File: src/rtl/filter_pipe_ctrl.sv
// Frame-position controller for a KxK filter: issues tokens that ride a PIPE_LAT-deep shift register alongside the adder tree.
// Build option FILTER_BORDER_PASS_EN: emit a token for every pixel and flag border positions, instead of emitting interior pixels only.
module filter_pipe_ctrl #(
  parameter int PIX_BIT    = 8,
  parameter int MASK_WIDTH = 7,
  parameter int IMG_W      = 640,
  parameter int IMG_H      = 480,
  parameter int PIPE_LAT   = 7
) (
  input  logic clk,
  input  logic reset,
  input  logic in_valid,
  input  logic in_sof,
  output logic in_ready,
  output logic out_valid,
  output logic out_sof,
  output logic out_eof,
  output logic out_border,
  output logic busy,
  output logic sof_err
);
  localparam int CW = (IMG_W > 1) ? $clog2(IMG_W) : 1;
  localparam int RW = (IMG_H > 1) ? $clog2(IMG_H) : 1;
  localparam int FW = (PIPE_LAT > 1) ? $clog2(PIPE_LAT) : 1;
  localparam logic [CW-1:0] LAST_COL   = CW'(IMG_W - 1);
  localparam logic [RW-1:0] LAST_ROW   = RW'(IMG_H - 1);
  localparam logic [CW-1:0] EDGE_COL   = CW'(MASK_WIDTH - 1);
  localparam logic [RW-1:0] EDGE_ROW   = RW'(MASK_WIDTH - 1);
  localparam logic [FW-1:0] FLUSH_LAST = FW'(PIPE_LAT - 1);

  if (PIX_BIT < 1 || MASK_WIDTH < 1 || PIPE_LAT < 1 ||
      MASK_WIDTH > IMG_W || MASK_WIDTH > IMG_H) begin : g_param_check
    $error("filter_pipe_ctrl: illegal parameter set");
  end

  typedef enum logic [1:0] {IDLE, FILL, RUN, FLUSH} state_t;
  typedef struct packed {
    logic valid;
    logic sof;
    logic eof;
    logic border;
  } tok_t;

  state_t          state_q;
  logic [RW-1:0]   row_q, row_d, pix_row;
  logic [CW-1:0]   col_q, col_d, pix_col;
  logic [FW-1:0]   flush_cnt_q;
  logic            in_ready_q, sof_err_q;
  logic            xfer, start, count, take, last_pix;
  tok_t            tok_d;
  tok_t            pipe_q [PIPE_LAT];

  // A start pixel is always (0,0), whether it opens a frame or restarts one.
  always_comb begin
    xfer     = in_valid & in_ready_q;
    start    = xfer & in_sof;
    count    = xfer & ~in_sof & (state_q == FILL || state_q == RUN);
    take     = start | count;
    pix_row  = start ? '0 : row_q;
    pix_col  = start ? '0 : col_q;
    last_pix = take & (pix_row == LAST_ROW) & (pix_col == LAST_COL);
    if (pix_col == LAST_COL) begin
      col_d = '0;
      row_d = pix_row + 1'b1;
    end else begin
      col_d = pix_col + 1'b1;
      row_d = pix_row;
    end
    tok_d = '0;
`ifdef FILTER_BORDER_PASS_EN
    tok_d.valid  = take;
    tok_d.sof    = start;
    tok_d.border = (pix_row < EDGE_ROW) | (pix_col < EDGE_COL);
`else
    tok_d.valid  = take & (pix_row >= EDGE_ROW) & (pix_col >= EDGE_COL);
    tok_d.sof    = (pix_row == EDGE_ROW) & (pix_col == EDGE_COL);
`endif
    tok_d.eof = last_pix;
    if (!tok_d.valid) tok_d = '0;
  end

  always_ff @(posedge clk or negedge reset) begin
    if (!reset) begin
      state_q     <= IDLE;
      row_q       <= '0;
      col_q       <= '0;
      flush_cnt_q <= '0;
      in_ready_q  <= 1'b1;
      sof_err_q   <= 1'b0;
    end else begin
      sof_err_q <= start & (state_q == FILL || state_q == RUN);
      if (take) begin
        row_q <= row_d;
        col_q <= col_d;
      end
      case (state_q)
        IDLE, FILL, RUN: begin
          if (last_pix) begin
            state_q     <= FLUSH;
            in_ready_q  <= 1'b0;
            flush_cnt_q <= '0;
          end else if (start) begin
            state_q <= FILL;
          end else if (count && state_q == FILL && row_d >= EDGE_ROW) begin
            state_q <= RUN;
          end
        end
        FLUSH: begin
          // Input stays blocked until the adder tree has drained the last token.
          if (flush_cnt_q == FLUSH_LAST) begin
            state_q    <= IDLE;
            in_ready_q <= 1'b1;
          end else begin
            flush_cnt_q <= flush_cnt_q + 1'b1;
          end
        end
        default: state_q <= IDLE;
      endcase
    end
  end

  for (genvar gi = 0; gi < PIPE_LAT; gi++) begin : g_pipe
    if (gi == 0) begin : g_head
      always_ff @(posedge clk or negedge reset) begin
        if (!reset) pipe_q[gi] <= '0;
        else        pipe_q[gi] <= tok_d;
      end
    end else begin : g_tail
      always_ff @(posedge clk or negedge reset) begin
        if (!reset) pipe_q[gi] <= '0;
        else        pipe_q[gi] <= pipe_q[gi-1];
      end
    end
  end

  always_comb begin
    busy = (state_q != IDLE);
    for (int i = 0; i < PIPE_LAT; i++) busy = busy | pipe_q[i].valid;
  end

  assign in_ready   = in_ready_q;
  assign sof_err    = sof_err_q;
  assign out_valid  = pipe_q[PIPE_LAT-1].valid;
  assign out_sof    = pipe_q[PIPE_LAT-1].sof;
  assign out_eof    = pipe_q[PIPE_LAT-1].eof;
  assign out_border = pipe_q[PIPE_LAT-1].border;
endmodule

File: config.mk
export PLATFORM = sky130hd
export DESIGN_NAME = filter_pipe_ctrl
export DESIGN_NICKNAME = d
export VERILOG_FILES = /design/src/rtl/filter_pipe_ctrl.sv
export SDC_FILE = /design/constraint.sdc
export NUM_CORES = 1
export LEC_CHECK = 0
export CELL_PAD_IN_SITES_DETAIL_PLACEMENT = 1
export CELL_PAD_IN_SITES_GLOBAL_PLACEMENT = 1
export CORE_ASPECT_RATIO = 0.8
export CORE_UTILIZATION = 38
export DETAILED_ROUTE_END_ITERATION = 10
export PLACE_DENSITY = 0.63
export SLEW_MARGIN = 20
export SYNTH_ARGS = -nofsm -noshare
export SYNTH_HDL_FRONTEND = slang
export SYNTH_SLANG_ARGS = --single-unit
File: constraint.sdc
create_clock -name clk -period 3.2 [get_ports clk]
set_input_delay 0.8 -clock clk [delete_from_list [all_inputs] [get_ports clk]]
set_output_delay 0.8 -clock clk [all_outputs]
set_load 0.05 [all_outputs]
### Word-level counts from Yosys, hierarchy flattened

Cells that the tools add are included.
Widths: inputs -> output; s select.

| storage, ports and cells | value |
|---|---|
| input bits | 4 |
| logic and storage cells | 96 |
| register bits after elaboration | 54 |
| output and inout port bits | 7 |

| cells by class | value |
|---|---|
| add/sub/neg operators | 3 |
| multiplexer cells | 16 |
| magnitude comparators | 3 |
| equality and inequality tests | 12 |
| reductions and logical operators | 9 |
| bitwise gates (word level) | 19 |

Operators by type and width:

| cell | number |
|---|---|
| $mux 10 | 2 |
| $ge 9x3->1 const B | 2 |
| $mux 9 | 2 |
| $add 10x1->10 const B | 1 |
| $and 1x1->1 | 10 |
| $eq 10x10->1 const B | 1 |
| $eq 10x3->1 const B | 1 |
| $ge 10x3->1 const B | 1 |
| $add 9x1->9 const B | 1 |
| $eq 9x3->1 const B | 1 |
| $eq 9x9->1 const B | 1 |
| $mux 2 | 4 |
| $or 1x1->1 | 8 |
| $mux 3 | 2 |
| $ne 2x2->1 const B | 3 |
| $pmux 3 s2 | 1 |
| $reduce_and 2->1 | 3 |
| $eq 2x2->1 const B | 2 |
| $mux 4 | 1 |
| $ne 4x4->1 const B | 1 |
| $pmux 2 s2 | 1 |
| $add 3x1->3 const B | 1 |
| $eq 3x3->1 const B | 1 |
| $reduce_or 3->1 | 1 |
| 8 further kinds | 10 |

### Depth between registers and ports, before layout

| depth | value |
|---|---|
| depth after elaboration | 11 |
| depth in mapped cells | 14 |
| mapped depth without buffers | 12 |

### Worst setup path after synthesis

OpenSTA, ideal clock, no wires.

| path | value |
|---|---|
| path kind | input-to-reg |
| start point | input port in_valid |
| end point | register state_q[1] |
| slack | -99 ps |
| path buffers | 2 |
| stages on the path | 12 |
| arrival time | 3,221 ps |
| required time | 3,122 ps |
| setup time | 78 ps |
| cells stage by stage | nand3_1 clkbuf_1 clkbuf_1 and2_1 ha_1 nand3_1 or4_1 o211a_1 a211oi_1 o2111ai_1 o21ai_1 o2bb2ai_1 |

| on the way | value |
|---|---|
| word-level cells in the longest chain between the ends | 9 |
| elaborated cells on any way between the ends | 21 |
| classes of those cells | 1 x add/sub; 1 x order compare; 3 x eq/ne; 6 x mux; 7 x bitwise; 3 x reduce/logical |

RTL lines:

| element | line | text |
|---|---|---|
| start, declared | 12 | `input logic in_valid,` |
| $and 1x1->1 * | 55 | `xfer = in_valid & in_ready_q;` |
| $and 1x1->1 | 56 | `start = xfer & in_sof;` |
| $mux 9 or $mux 10 (tied branches) | 59, 60 |  |
| $add 9x1->9 or $eq 10x10->1 (tied branches) | 64, 61, 62 |  |
| $mux 9 | 62 | `if (pix_col == LAST_COL) begin` |
| $ge 9x3->1 | 104 | `end else if (count && state_q == FILL && row_d >= EDGE_ROW) begin` |
| $logic_and 1x1->1 | 104 |  |
| $ne 4x4->1 (no line) | n/a |  |
| $reduce_and 2->1 (no line) | n/a |  |
| end signal, assigned | 103 | `state_q <= FILL;` |
| end signal, assigned | 105 | `state_q <= RUN;` |
| end signal, assigned | 111 | `state_q <= IDLE;` |
| end, declared | 44 | `state_t state_q;` |

Every way passes the cells marked *; elsewhere a longest branch is shown, timed or not.
A chain may end at the register's enable or synchronous reset.

### Worst setup path in the final report

| path | value |
|---|---|
| start point | input port in_sof |
| end point | register state_q[1] |

| on the way | value |
|---|---|
| word-level cells in the longest chain between the ends | 8 |
| elaborated cells on any way between the ends | 21 |
| classes of those cells | 1 x add/sub; 1 x order compare; 3 x eq/ne; 6 x mux; 7 x bitwise; 3 x reduce/logical |

RTL lines:

| element | line | text |
|---|---|---|
| start, declared | 13 | `input logic in_sof,` |
| $and 1x1->1 or $not 1->1 (tied branches) | 56, 57 |  |
| $mux 9 (tied with other cells) | 59 | `pix_row = start ? '0 : row_q;` |
| $add 9x1->9 (tied with other cells) | 64 | `row_d = pix_row + 1'b1;` |
| $mux 9 or $or 1x1->1 (tied branches) | 62, 58 |  |
| $ge 9x3->1 or $and 1x1->1 (tied branches) | 104, 61 |  |
| $logic_and 1x1->1 or $and 1x1->1 (tied branches) | 104, 61 |  |
| $ne 4x4->1 (no line) or $mux 2 (tied branches) | n/a |  |
| $reduce_and 2->1 (no line) or $pmux 2 s2 (tied branches) | n/a |  |

Several ways; a longest one is shown, not always the timed one.

==> metrics <==
Mapped Avg Cell Area=9.69 sq um; n_diodes=0; final hold vios=0; Synth Area in Adders=4.84%; mux contribution to synthesized area=0%; area share of xor/xnor cells in the synthesized design=4.90%; number of I/O port buffers=9; via count=about 1800; # DRC=0; root buf cell=clkbuf_8; Register-to-Register Path Depth=11; drt wl/cell=roughly 16 um; register area share after synthesis=about 50%; worst hold stages=0; GR Overflow Total=0; CTS tree=done; met2 GRT Util=between 20% and 30%; Yosys top cell by area=dfrtp_1; gpl congestion=roughly 0.83; post-synthesis simple-gate area fraction=around 25%; Switch Pwr=roughly 240 uW; worst-path maximum fanout=4; Seq pwr share=between 50% and 60%; CP peak stage delay=0.53 ns; R2R setup slack=between 0.7 and 0.8 ns; Die Y=roughly 70 um; Hold Crit Start=pipe_q[22]$_DFF_PN0_; global-route wire length before repair=9200 um; post-synth top area share=~49%; setup TNS=0 ns; cts bufs inserted=5; CP arrival=~3.2 ns; Hold Path Sink=pipe_q[18]$_DFF_PN0_; met3 Use GR=approximately 3.4%; placed cell areas=~2600 sq um; Worst Path Required=around 3.5 ns; post-synthesis cell count=240; crit start category=primary input; maximum vdd ir drop=~0.19 mV; Synth Area in Compound Gates=between 10% and 20%; CTS max path bufs=2; gr busiest metal=met1; Min-Delay Path Class=flip-flop to flip-flop; Yosys warnings=0; Area contributors post-synth=dfrtp_1 49%, ha_1 4.8%, nor2_1 4.5%; CP delay by family, top=simple AND/OR/NAND/NOR gates; FF-to-FF End=state_q[1]$_DFFE_PN0P_; Die Width=around 89 um; row cnt=25; largest net degree at the start of global routing=48; async set-reset flop share out of synthesis=between 90% and 100%; worst path bufs/invs=1; flops & latches, synth=47; initial core utilization=around two fifths; vias in the first global route=roughly 1800; Layout area overhead=18.2%; Clk pin slew, worst setup/hold paths=around 0.10 ns; clk_lat worst skew=0.32 ns; Starting DRT DRC Count=72; Final Critical Period=2.98 ns; Pins Over Slew Limit=0; dpl ws=-0.189 ns; main flop type after synthesis=dfrtp_1; Final setup viols=0; Cell Area, Synth=~2300 sq um; Global Route Usage Sum=19.2%; share of post-route cells with drive strength above 1=14.7%; Die ar.=~6400 sq um; H-tree Lvls=2; Via density=around 5.3; CORE AREA=roughly 5900 sq um; I/O pins=11; Worst Tran Pin Value=0.585 ns; Distinct cells, synth=just under 50; Layout fillers=663; Pwr Total=between 1000 and 1500 uW; Clock Skews=~0.013 ns; syn nets=253; status=complete, no violations; kind of end point of the critical path=flip-flop; Setup WS post-layout=about 0.22 ns; antenna violations before repair=0; EDFF count, synth=0; worst setup path class=primary input to flip-flop; Fmax achieved=between 300 and 400 MHz; Final Cell Area=~2700 sq um; largest family of logic cells by synthesized area=simple AND/OR/NAND/NOR gates; first-pass iteration count of the detailed router=4; internal power=~830 uW; switching fraction of total power=22.2%; antenna-violating nets left=0; critical-path cell list=clkdlybuf4s50_1 > nand3_2 > and2_1 > ha_1 > nand3_1 > or4_1 > o211a_1 > a211oi_1 > o2111ai_1 > o21ai_1 > o2bb2ai_1; cell with the most instances after synthesis=dfrtp_1; P per Cell Area=approximately 390 nW/um^2; Max Cap Viol=0; Tcrit/Tclk final=between 90% and 100%; Detailed Place HPWL=between 4000 and 5000 um; final net count=roughly 280; Leakage=between 0.001 and 0.0015 uW; clock group share of total power=42.7%; Routed WL=around 5600 um; Post-CTS Setup Inserts=0; RSZ-0062 raised after global routing=false; total clock sinks=47; GR Util met1=between 20 and 30%; Comb power frac=under 10%; Synth top cells by count=46 x dfrtp_1, 28 x nor2_1, 21 x nand2_1, 16 x o21ai_0, 14 x nand3_1; reg2reg start=in_ready$_DFFE_PN1P_; CP max stage cell=or4_1; Max-slew headroom=about three fifths
## sequential cells by signal, summed over array words and instances (netlist names)
register     flops
in_ready         1
flush_cnt_q      3
out_sof          1
out_valid        1
col_q           10
row_q            9
sof_err          1
pipe_q          18
state_q          2
out_eof          1
## power groups by stage
stage,clock (uW),sequential [uW],combinational [uW]
global placement,0,605,20.9
finish,458,593,20.6
floorplan,0,605,3.54
detailed placement,0,605,21.4
global route,495,594,23.7
CTS,474,594,21.5
## cells in the final DEF, fill, tap and decap left out, types with 4 or more instances in the layout
cell type,instances
and3_1,5
clkdlybuf4s50_1,8
nor4_1,4
xor2_1,4
nand4_1,9
o21ai_0,16
nor3_1,7
xnor2_1,9
nor2_1,28
nand2_1,21
nand3_1,12
clkbuf_8,5
a21oi_1,8
inv_1,6
ha_1,9
dfrtp_1,46
buf_4,22
## worst max path at each step
stage,start,endpoint,cells past startpoint
2_1_floorplan,in_valid,state_q[1]$_DFFE_PN0P_,12
3_3_place_gp,in_valid,state_q[1]$_DFFE_PN0P_,12
3_5_place_dp,in_valid,state_q[1]$_DFFE_PN0P_,12
4_1_cts,in_valid,state_q[1]$_DFFE_PN0P_,12
6_report,in_sof,state_q[1]$_DFFE_PN0P_,11
5_1_grt,in_valid,state_q[1]$_DFFE_PN0P_,12
## area by class of cell
| class | count | area (sq um) | area share, % |
|---|---|---|---|
| Clock buffer | 5 | 68.8 | 2.50 |
| Clock inverter | 3 | 46.3 | 1.68 |
| Inverter | 7 | 27.5 | 1.00 |
| Multi-Input combinational cell | 173 | 1080 | 39.4 |
| Sequential cell | 47 | 1180 | 42.8 |
| Tap cell | 81 | 101 | 3.69 |
| Timing Repair Buffer | 30 | 245 | 8.92 |
## through the flow
step	utilization [%]	hold WS [ns]	std cells
2_1_floorplan	-	0.331	240
3_3_place_gp	44.2	0.332	338
3_5_place_dp	44.2	0.337	338
4_1_cts	46.2	0.360	346
5_1_grt	46.5	0.365	346
6_report	46.5	0.357	346
## metal layers
| metal | vias up | share of wire [%] |
|---|---|---|
| met5 | - | 0 |
| li1 | 889 | - |
| met4 | 0 | 0.94 |
| met3 | 4 | 3.2 |
| met1 | 900 | 51 |
| met2 | 26 | 45 |
## timing repair
| item | CTS | global route |
|---|---|---|
| resized for setup | 0 | 3 |
| endpoints found under the setup margin | 0 | 2 |
| endpoints found under the hold margin | 0 | 0 |
| hold buffers | 0 | 0 |
## logic make-up after synthesis
| family | count (synthesis) |
|---|---|
| xor gates and xnor gates | 13 |
| DFF | 47 |
| buffers and inverters | 20 |
| other | 1 |
| and+or+nand+nor | 111 |
| adders and majority gates | 9 |
| AOI/OAI and AO/OA | 39 |
## worst reg2reg max path, cell delays in order, from the launching register on
cell and delay [ns]:
dfstp_2 0.63, nand3_2 0.13, buf_4 0.20, and2_1 0.19
ha_1 0.25, nand3_1 0.11, or3_4 0.14, clkinv_2 0.07
a2111oi_2 0.37, a21oi_1 0.08, o21ai_1 0.12, o2bb2ai_1 0.13
(Power assumes the default switching activity.)
